### src/rtl/shift_scheduler_pkg.sv
// Shared width derivations and packed-port slicing helpers for shift_scheduler
// and the producers that flatten their operands onto its request ports.
package shift_scheduler_pkg;

  function automatic int unsigned clog2(input int unsigned n);
    int unsigned r;
    r = 0;
    for (int unsigned v = 1; v < n; v = v << 1) r++;
    return r;
  endfunction

  function automatic int unsigned word_width(input int unsigned logword);
    return 32'(1) << logword;
  endfunction

  function automatic int unsigned id_width(input int unsigned nreq);
    return (clog2(nreq) < 1) ? 1 : clog2(nreq);
  endfunction

  // Requester k's word sits at [word_lsb(k) +: WORD], its shift at [amount_lsb(k) +: LOGWORD].
  function automatic int unsigned word_lsb(input int unsigned k, input int unsigned logword);
    return k << logword;
  endfunction

  function automatic int unsigned amount_lsb(input int unsigned k, input int unsigned logword);
    return k * logword;
  endfunction

endpackage

### src/rtl/RightShift.sv
// Logarithmic barrel shifter: logical right shift with zero fill.
module RightShift #(
  parameter int unsigned LOGWORD = 5
) (
  input  logic [(1<<LOGWORD)-1:0] value,
  input  logic [LOGWORD-1:0]      amount,
  output logic [(1<<LOGWORD)-1:0] result
);

  logic [(1<<LOGWORD)-1:0] stage;

  always_comb begin
    stage = value;
    for (int unsigned s = 0; s < LOGWORD; s++) begin
      if (amount[s]) stage = stage >> (32'(1) << s);
    end
    result = stage;
  end

endmodule

### src/rtl/shift_scheduler_rr_arbiter.sv
// Round-robin arbiter: scans req_valid from ptr upward with wraparound; ptr
// moves past the winner only when the caller strobes advance.
module rr_arbiter
  import shift_scheduler_pkg::*;
#(
  parameter int unsigned NREQ = 4,
  parameter int unsigned IDW  = 2
) (
  input  logic            clock,
  input  logic            reset_n,
  input  logic [NREQ-1:0] req_valid,
  input  logic            enable,
  input  logic            advance,
  output logic [NREQ-1:0] grant,
  output logic [IDW-1:0]  g,
  output logic            any
);

  logic [IDW-1:0] ptr;
  logic [IDW-1:0] idx;

  always_comb begin
    grant = '0;
    g     = '0;
    any   = 1'b0;
    idx   = '0;
    for (int unsigned i = 0; i < NREQ; i++) begin
      idx = IDW'((32'(ptr) + i) % NREQ);
      if (!any && req_valid[idx]) begin
        any = 1'b1;
        g   = idx;
      end
    end
    if (enable && any) grant = NREQ'(1) << g;
  end

  always_ff @(posedge clock or negedge reset_n) begin
    if (!reset_n) begin
      ptr <= '0;
    end else if (advance) begin
      ptr <= (g == IDW'(NREQ - 1)) ? '0 : g + IDW'(1);
    end
  end

endmodule

### src/rtl/shift_scheduler.sv
// Shares one barrel right shifter among NREQ valid/ready requesters, granting
// round-robin and registering result plus winner index behind out_ready.
module shift_scheduler
  import shift_scheduler_pkg::*;
#(
  parameter  int unsigned LOGWORD = 5,
  parameter  int unsigned NREQ    = 4,
  localparam int unsigned WORD    = word_width(LOGWORD),
  localparam int unsigned IDW     = id_width(NREQ)
) (
  input  logic                    clock,
  input  logic                    reset_n,
  input  logic [NREQ-1:0]         req_valid,
  input  logic [NREQ*WORD-1:0]    req_value,
  input  logic [NREQ*LOGWORD-1:0] req_amount,
  output logic [NREQ-1:0]         req_ready,
  output logic                    out_valid,
  output logic [WORD-1:0]         out_value,
  output logic [IDW-1:0]          out_id,
  input  logic                    out_ready
);

  logic              load;
  logic              any;
  logic              transfer;
  logic [NREQ-1:0]   grant;
  logic [IDW-1:0]    g;
  logic [WORD-1:0]   sel_value;
  logic [LOGWORD-1:0] sel_amount;
  logic [WORD-1:0]   shifted;

  // reset_n folded into load keeps req_ready low throughout reset
  assign load      = reset_n && (!out_valid || out_ready);
  assign transfer  = load && any;
  assign req_ready = grant;

  rr_arbiter #(
    .NREQ (NREQ),
    .IDW  (IDW)
  ) u_arbiter (
    .clock     (clock),
    .reset_n   (reset_n),
    .req_valid (req_valid),
    .enable    (load),
    .advance   (transfer),
    .grant     (grant),
    .g         (g),
    .any       (any)
  );

  always_comb begin
    sel_value  = '0;
    sel_amount = '0;
    for (int unsigned k = 0; k < NREQ; k++) begin
      if (g == IDW'(k)) begin
        sel_value  = req_value[word_lsb(k, LOGWORD) +: WORD];
        sel_amount = req_amount[amount_lsb(k, LOGWORD) +: LOGWORD];
      end
    end
  end

  RightShift #(
    .LOGWORD (LOGWORD)
  ) u_shift (
    .value  (sel_value),
    .amount (sel_amount),
    .result (shifted)
  );

  always_ff @(posedge clock or negedge reset_n) begin
    if (!reset_n) begin
      out_valid <= 1'b0;
      out_value <= '0;
      out_id    <= '0;
    end else if (load) begin
      out_valid <= transfer;
      if (transfer) begin
        out_value <= shifted;
        out_id    <= g;
      end
    end
  end

endmodule

### config.mk
export PLATFORM = sky130hd
export DESIGN_NAME = shift_scheduler
export DESIGN_NICKNAME = d
export VERILOG_FILES = /design/src/rtl/shift_scheduler_pkg.sv /design/src/rtl/RightShift.sv /design/src/rtl/shift_scheduler_rr_arbiter.sv /design/src/rtl/shift_scheduler.sv
export SDC_FILE = /design/constraint.sdc
export NUM_CORES = 1
export LEC_CHECK = 0
export ABC_AREA = 1
export BUFFER_PORTS_ARGS = -buffer_cell sky130_fd_sc_hd__buf_4
export CAP_MARGIN = 20
export CORE_MARGIN = 4
export CORE_UTILIZATION = 26
export DETAILED_ROUTE_END_ITERATION = 7
export REMOVE_ABC_BUFFERS = 1
export SLEW_MARGIN = 20
export SYNTH_ARGS = -nofsm -noshare
export SYNTH_HDL_FRONTEND = slang
export SYNTH_SLANG_ARGS = --single-unit
export TNS_END_PERCENT = 1
### constraint.sdc
create_clock -name clock -period 4.97 [get_ports clock]
set_input_delay 0 -clock clock [delete_from_list [all_inputs] [get_ports clock]]
set_output_delay 0 -clock clock [all_outputs]
set_load 0.05 [all_outputs]
Word level (Yosys, flattened, before mapping):

Cells that the tools add are included.

* logic and storage cells: 59
* output and inout port bits: 39
* bits in registers: 37
* input bits: 155

* mux-type cells: 31
* shift operators: 1
* reductions and logical operators: 12
* add/subtract/negate cells: 4
* magnitude comparators: 4
* equality and inequality tests: 3

Operator list (number)
* 2-to-1 mux 32 bit: 9
* 2-to-1 mux 5 bit: 4
* less-than comparator 2 x 3 -> 1 bit (second input constant): 4
* 2-to-1 mux 2 bit: 5
* binary-select mux 1 bit (select 2 bit): 4
* 2-to-1 mux 1 bit: 8
* logical AND 1 bit: 5
* adder 2 x 1 -> 2 bit (second input constant): 2
* adder 2 bit (second input constant): 2
* == test 2 bit (second input constant): 2
* logical NOT 1 bit: 4
* 2-to-1 mux 4 bit: 1
* left shift 1 x 2 -> 4 bit (first input constant): 1
* == test 2 x 1 -> 1 bit (second input constant): 1
* logical NOT 2 bit: 1
* AND reduction 2 bit: 1
* logical OR 1 bit: 1

Depth between registers and ports, before layout:

* depth after elaboration: 22
* gate-level depth with buffers: 29
* gate-level depth less buffers: 26

By module:

Synthesis repeated with hierarchy kept, for this count alone.

* cells, all modules: 816
* area, all modules: 4733.3 µm²

Modules (own cells, without submodules)
* shift_scheduler: area each 2672.6 µm², seq. area each 875.8 µm², times used 1, cells each 374
* RightShift: area each 1609.0 µm², seq. area each 0.0 µm², times used 1, cells each 361
* rr_arbiter: area each 451.7 µm², seq. area each 50.0 µm², times used 1, cells each 81

Worst setup path after synthesis:

No wires, ideal clock.

* path type: reg2reg
* from: register u_arbiter.ptr[0]
* to: register out_value[6]
* setup slack: 1.931 ns
* library setup time: 0.125 ns
* cell stages (with the launch flop): 23
* path buffers: 4
* required time: 4.845 ns
* arrival: 2.913 ns
* cell sequence: dfrtp_1 -> buf_6 -> o21ai_0 -> nand2_1 -> o21ai_1 -> nand2_2 -> nor2_4 -> nor2_1 -> xor2_1 -> inv_1 -> nand2_1 -> inv_1 -> ha_1 -> buf_4 -> a22o_1 -> nand2_1 -> nand2_1 -> o21ai_1 -> buf_2 -> buf_2 -> nand3_1 -> nand3_1 -> nand3_1

* cells in the longest elaborated chain, start to end: 22

RTL lines
* start, declared: RTL line shift_scheduler_rr_arbiter.sv:19 `logic [IDW-1:0] ptr;`
* start signal, assigned: RTL line shift_scheduler_rr_arbiter.sv:41 `ptr <= (g == IDW'(NREQ - 1)) ? '0 : g + IDW'(1);`
* branches (longest 11 deep; another with adder 2 x 1 -> 2 bit)
* 2-to-1 mux 2 bit *: RTL line shift_scheduler_rr_arbiter.sv:29 `if (!any && req_valid[idx]) begin`
* net g[0]: RTL line shift_scheduler.sv:27 `logic [IDW-1:0] g;`
* logical NOT 2 bit: RTL line shift_scheduler.sv:55 `if (g == IDW'(k)) begin`
* 2-to-1 mux 32 bit / 2-to-1 mux 5 bit (equally long branches) (4 in a row): RTL line shift_scheduler.sv:55
* 2-to-1 mux 32 bit (4 in a row): RTL line RightShift.sv:15 `if (amount[s]) stage = stage >> (32'(1) << s);`
* 2-to-1 mux 32 bit *: RTL line RightShift.sv:15
* end signal, assigned: RTL line shift_scheduler.sv:78 `out_value <= shifted;`
* end, declared: RTL line shift_scheduler.sv:18 `output logic [WORD-1:0] out_value,`

Mark *: on every way through the listed nets, which the timed path passes. The select of a mux whose other input is x is not followed.
A chain may end at the register's enable or synchronous reset.

Worst setup path in the final report:

* from: register u_arbiter.ptr[0]
* to: register out_value[8]

The elaborated chain is that of the path after synthesis.

==> run metrics <==
fill cell count=1,902; wire length per cell=14.9 um; Worst-Skew Late Latency=0.28 ns; DRT iter0 DRCs=570; fin crit share=88.8%; Hold Crit Class=in -> reg; Avg Cell Area, Syn=5.57 sq um; Final Max Tran Viols=0; DRT antenna net count=0; min cycle time layout=4.41 ns; CTS buffer count=5; WP data required=5.14 ns; gr ovfl total=0; area used by multi-input combinational logic=3180 sq um; clock slew at reported path FFs=0.05 ns; # DRC=0; status=completed; Syn-to-layout area delta=36.5%; clk buf depth=2; metal3 WL=1270 um; num ports=194; largest net degree at the start of global routing=50; MaxCap Viol Count=0; RSZ-0062 raised after global routing=false; synthesized flop and latch total=37; Site Rows=47; Startpoint Class=flip-flop; met2 wire len=8670 um; Setup Crit Path Kind=reg -> reg; post-layout util=36.7%; Async SR Flop Fraction=100%; FF+latch area=926 sq um; vias in the first global route=5,630; Hold Vio Cnt, Final=0; antenna cell count=0; Buffers on Ports=193; CTS root buffer=clkbuf_16; Die ar.=19,600 sq um; WL met1=7650 um; count of cell types in the netlist=36; DR top layer=met4; GRT Util Overall=17.3%; Hold Worst Slack=0.0629 ns; CTS tree=built; Post-synth EDFFs=0; Die Ht=140 um; post-DP HPWL=13,800 um; Slew headroom=42.9%; peak fanout along the critical path=28; sequential area share after synthesis=20.5%; Worst-Margin Slew=0.854 ns; Vias=5,817; detailed-route vias per instance=4.88; Final setup viols=0; first-pass GRT wire length=28,400 um; clk_skew=0.00472 ns; initial antenna violation count=0; RD Place Congestion=0.888; final WL=17,800 um; H-tree level count=2; Core Area=16,800 sq um; Synth warnings=0; starting density of the core=26.9%; Nets=1,130; share of cells above drive strength 1=24.5%; Synth Flop Type=dfrtp_1; Mapped Cells=812; mapped cell area=4520 sq um; max frequency=0.227 GHz; CP Data Arrival Time=4.58 ns; Setup crit end kind=flip-flop; CTS sink cnt=37; die span in x=140 um; first-pass detailed-route iteration total=5
## flip-flops by register name, summed over array words and instances (netlist names)
| signal | count |
|---|---|
| out_value | 32 |
| out_id | 2 |
| out_valid | 1 |
| u_arbiter.ptr | 2 |
## layout by cell type, fill, tap and decap left out, drive strengths merged, types with 3 or more instances in the layout
cell type    n
nand2      309
buf        206
nand3      203
nor2        87
a21oi       47
dfrtp       37
inv         24
o21ai       20
clkbuf       7
ha           4
o21a         3
o31ai        3
a31oi        3
nand4        3
a21o         3
## metal layers
layer	vias to the layer above	GRT usage, %
met5	-	0
met3	15	3.70
met1	2587	22.1
li1	3002	-
met2	213	30.7
met4	0	2.55
## final timing paths
path,to,cells after the start,slack [ns],from
setup / recovery,out_value[8],24,0.56,u_arbiter.ptr[0]
hold / removal,out_valid,3,0.06,out_ready
setup reg to reg,out_value[8],24,0.56,u_arbiter.ptr[0]
hold reg to reg,out_value[29],2,0.48,out_value[29]
max in group asynchronous,out_value[27],2,4.39,reset_n
min in group asynchronous,out_valid,2,0.23,reset_n
## worst max-delay path, stage by stage, from the launching register on
cell	delay, ns
dfrtp_1	0.50
xnor2_1	0.18
inv_1	0.15
nand2_1	0.08
o21ai_1	0.12
nand2_2	0.10
nor2_4	0.13
nor2_1	0.06
xor2_1	0.15
inv_1	0.07
nand2_1	0.09
inv_1	0.10
ha_2	0.54
buf_4	0.35
nand2_1	0.07
nand2_1	0.09
nand2_2	0.07
a21oi_4	0.65
nand3_1	0.27
nand3_1	0.18
nand2_1	0.07
nor2_1	0.08
nor2_1	0.06
nor2_1	0.08
nor2_1	0.04
## what timing repair did
item	in CTS	in global routing
setup buffers	0	0
gates resized for setup	0	0
endpoints found under the hold margin	37	0
hold buffers	1	0
## cell families after synthesis
family                   count (synthesis)  synth area share, %
XOR/XNOR                                 2                0.387
flip-flops                              37                 20.5
AND/OR/NAND/NOR                        603                 57.0
adder cells (fa/ha/maj)                  4                 1.11
buffers and inverters                   79                 9.60
AO/OA/AOI/OAI                           87                 11.4
## metrics by stage
stage	setup TNS (ns)	area (sq um)	setup slack, ns	cells
after floorplan	-9.34	4180	-0.341	757
after global placement	0	6010	0.734	1183
after detailed placement	0	6010	0.629	1183
after CTS	0	6160	0.610	1191
after global routing	0	6170	0.178	1191
final	0	6170	0.555	1191
## Yosys cell counts, types with 4 or more instances
master    number  share of area, %
a21oi_1       44               4.9
buf_2         23               2.5
buf_4         17               2.8
buf_6          6               1.5
clkbuf_1       7              0.58
dfrtp_1       37                20
ha_1           4               1.1
inv_1         16               1.3
inv_2          8              0.66
nand2_1      305                25
nand2_2        4              0.55
nand3_1      202                22
nor2_1        82               6.8
o21ai_0       11               1.2
o21ai_1        8              0.89
## final cells by class
class / instances / area share (%)
Timing Repair Buffer: 207 / 25.2
Clock buffer: 7 / 2.31
Tap cell: 220 / 4.46
Sequential cell: 37 / 15.0
Inverter: 24 / 1.46
Multi-Input combinational cell: 696 / 51.6
Power is not shown: default switching activity piles up to over one toggle a cycle in this logic, so the estimate is an artifact.
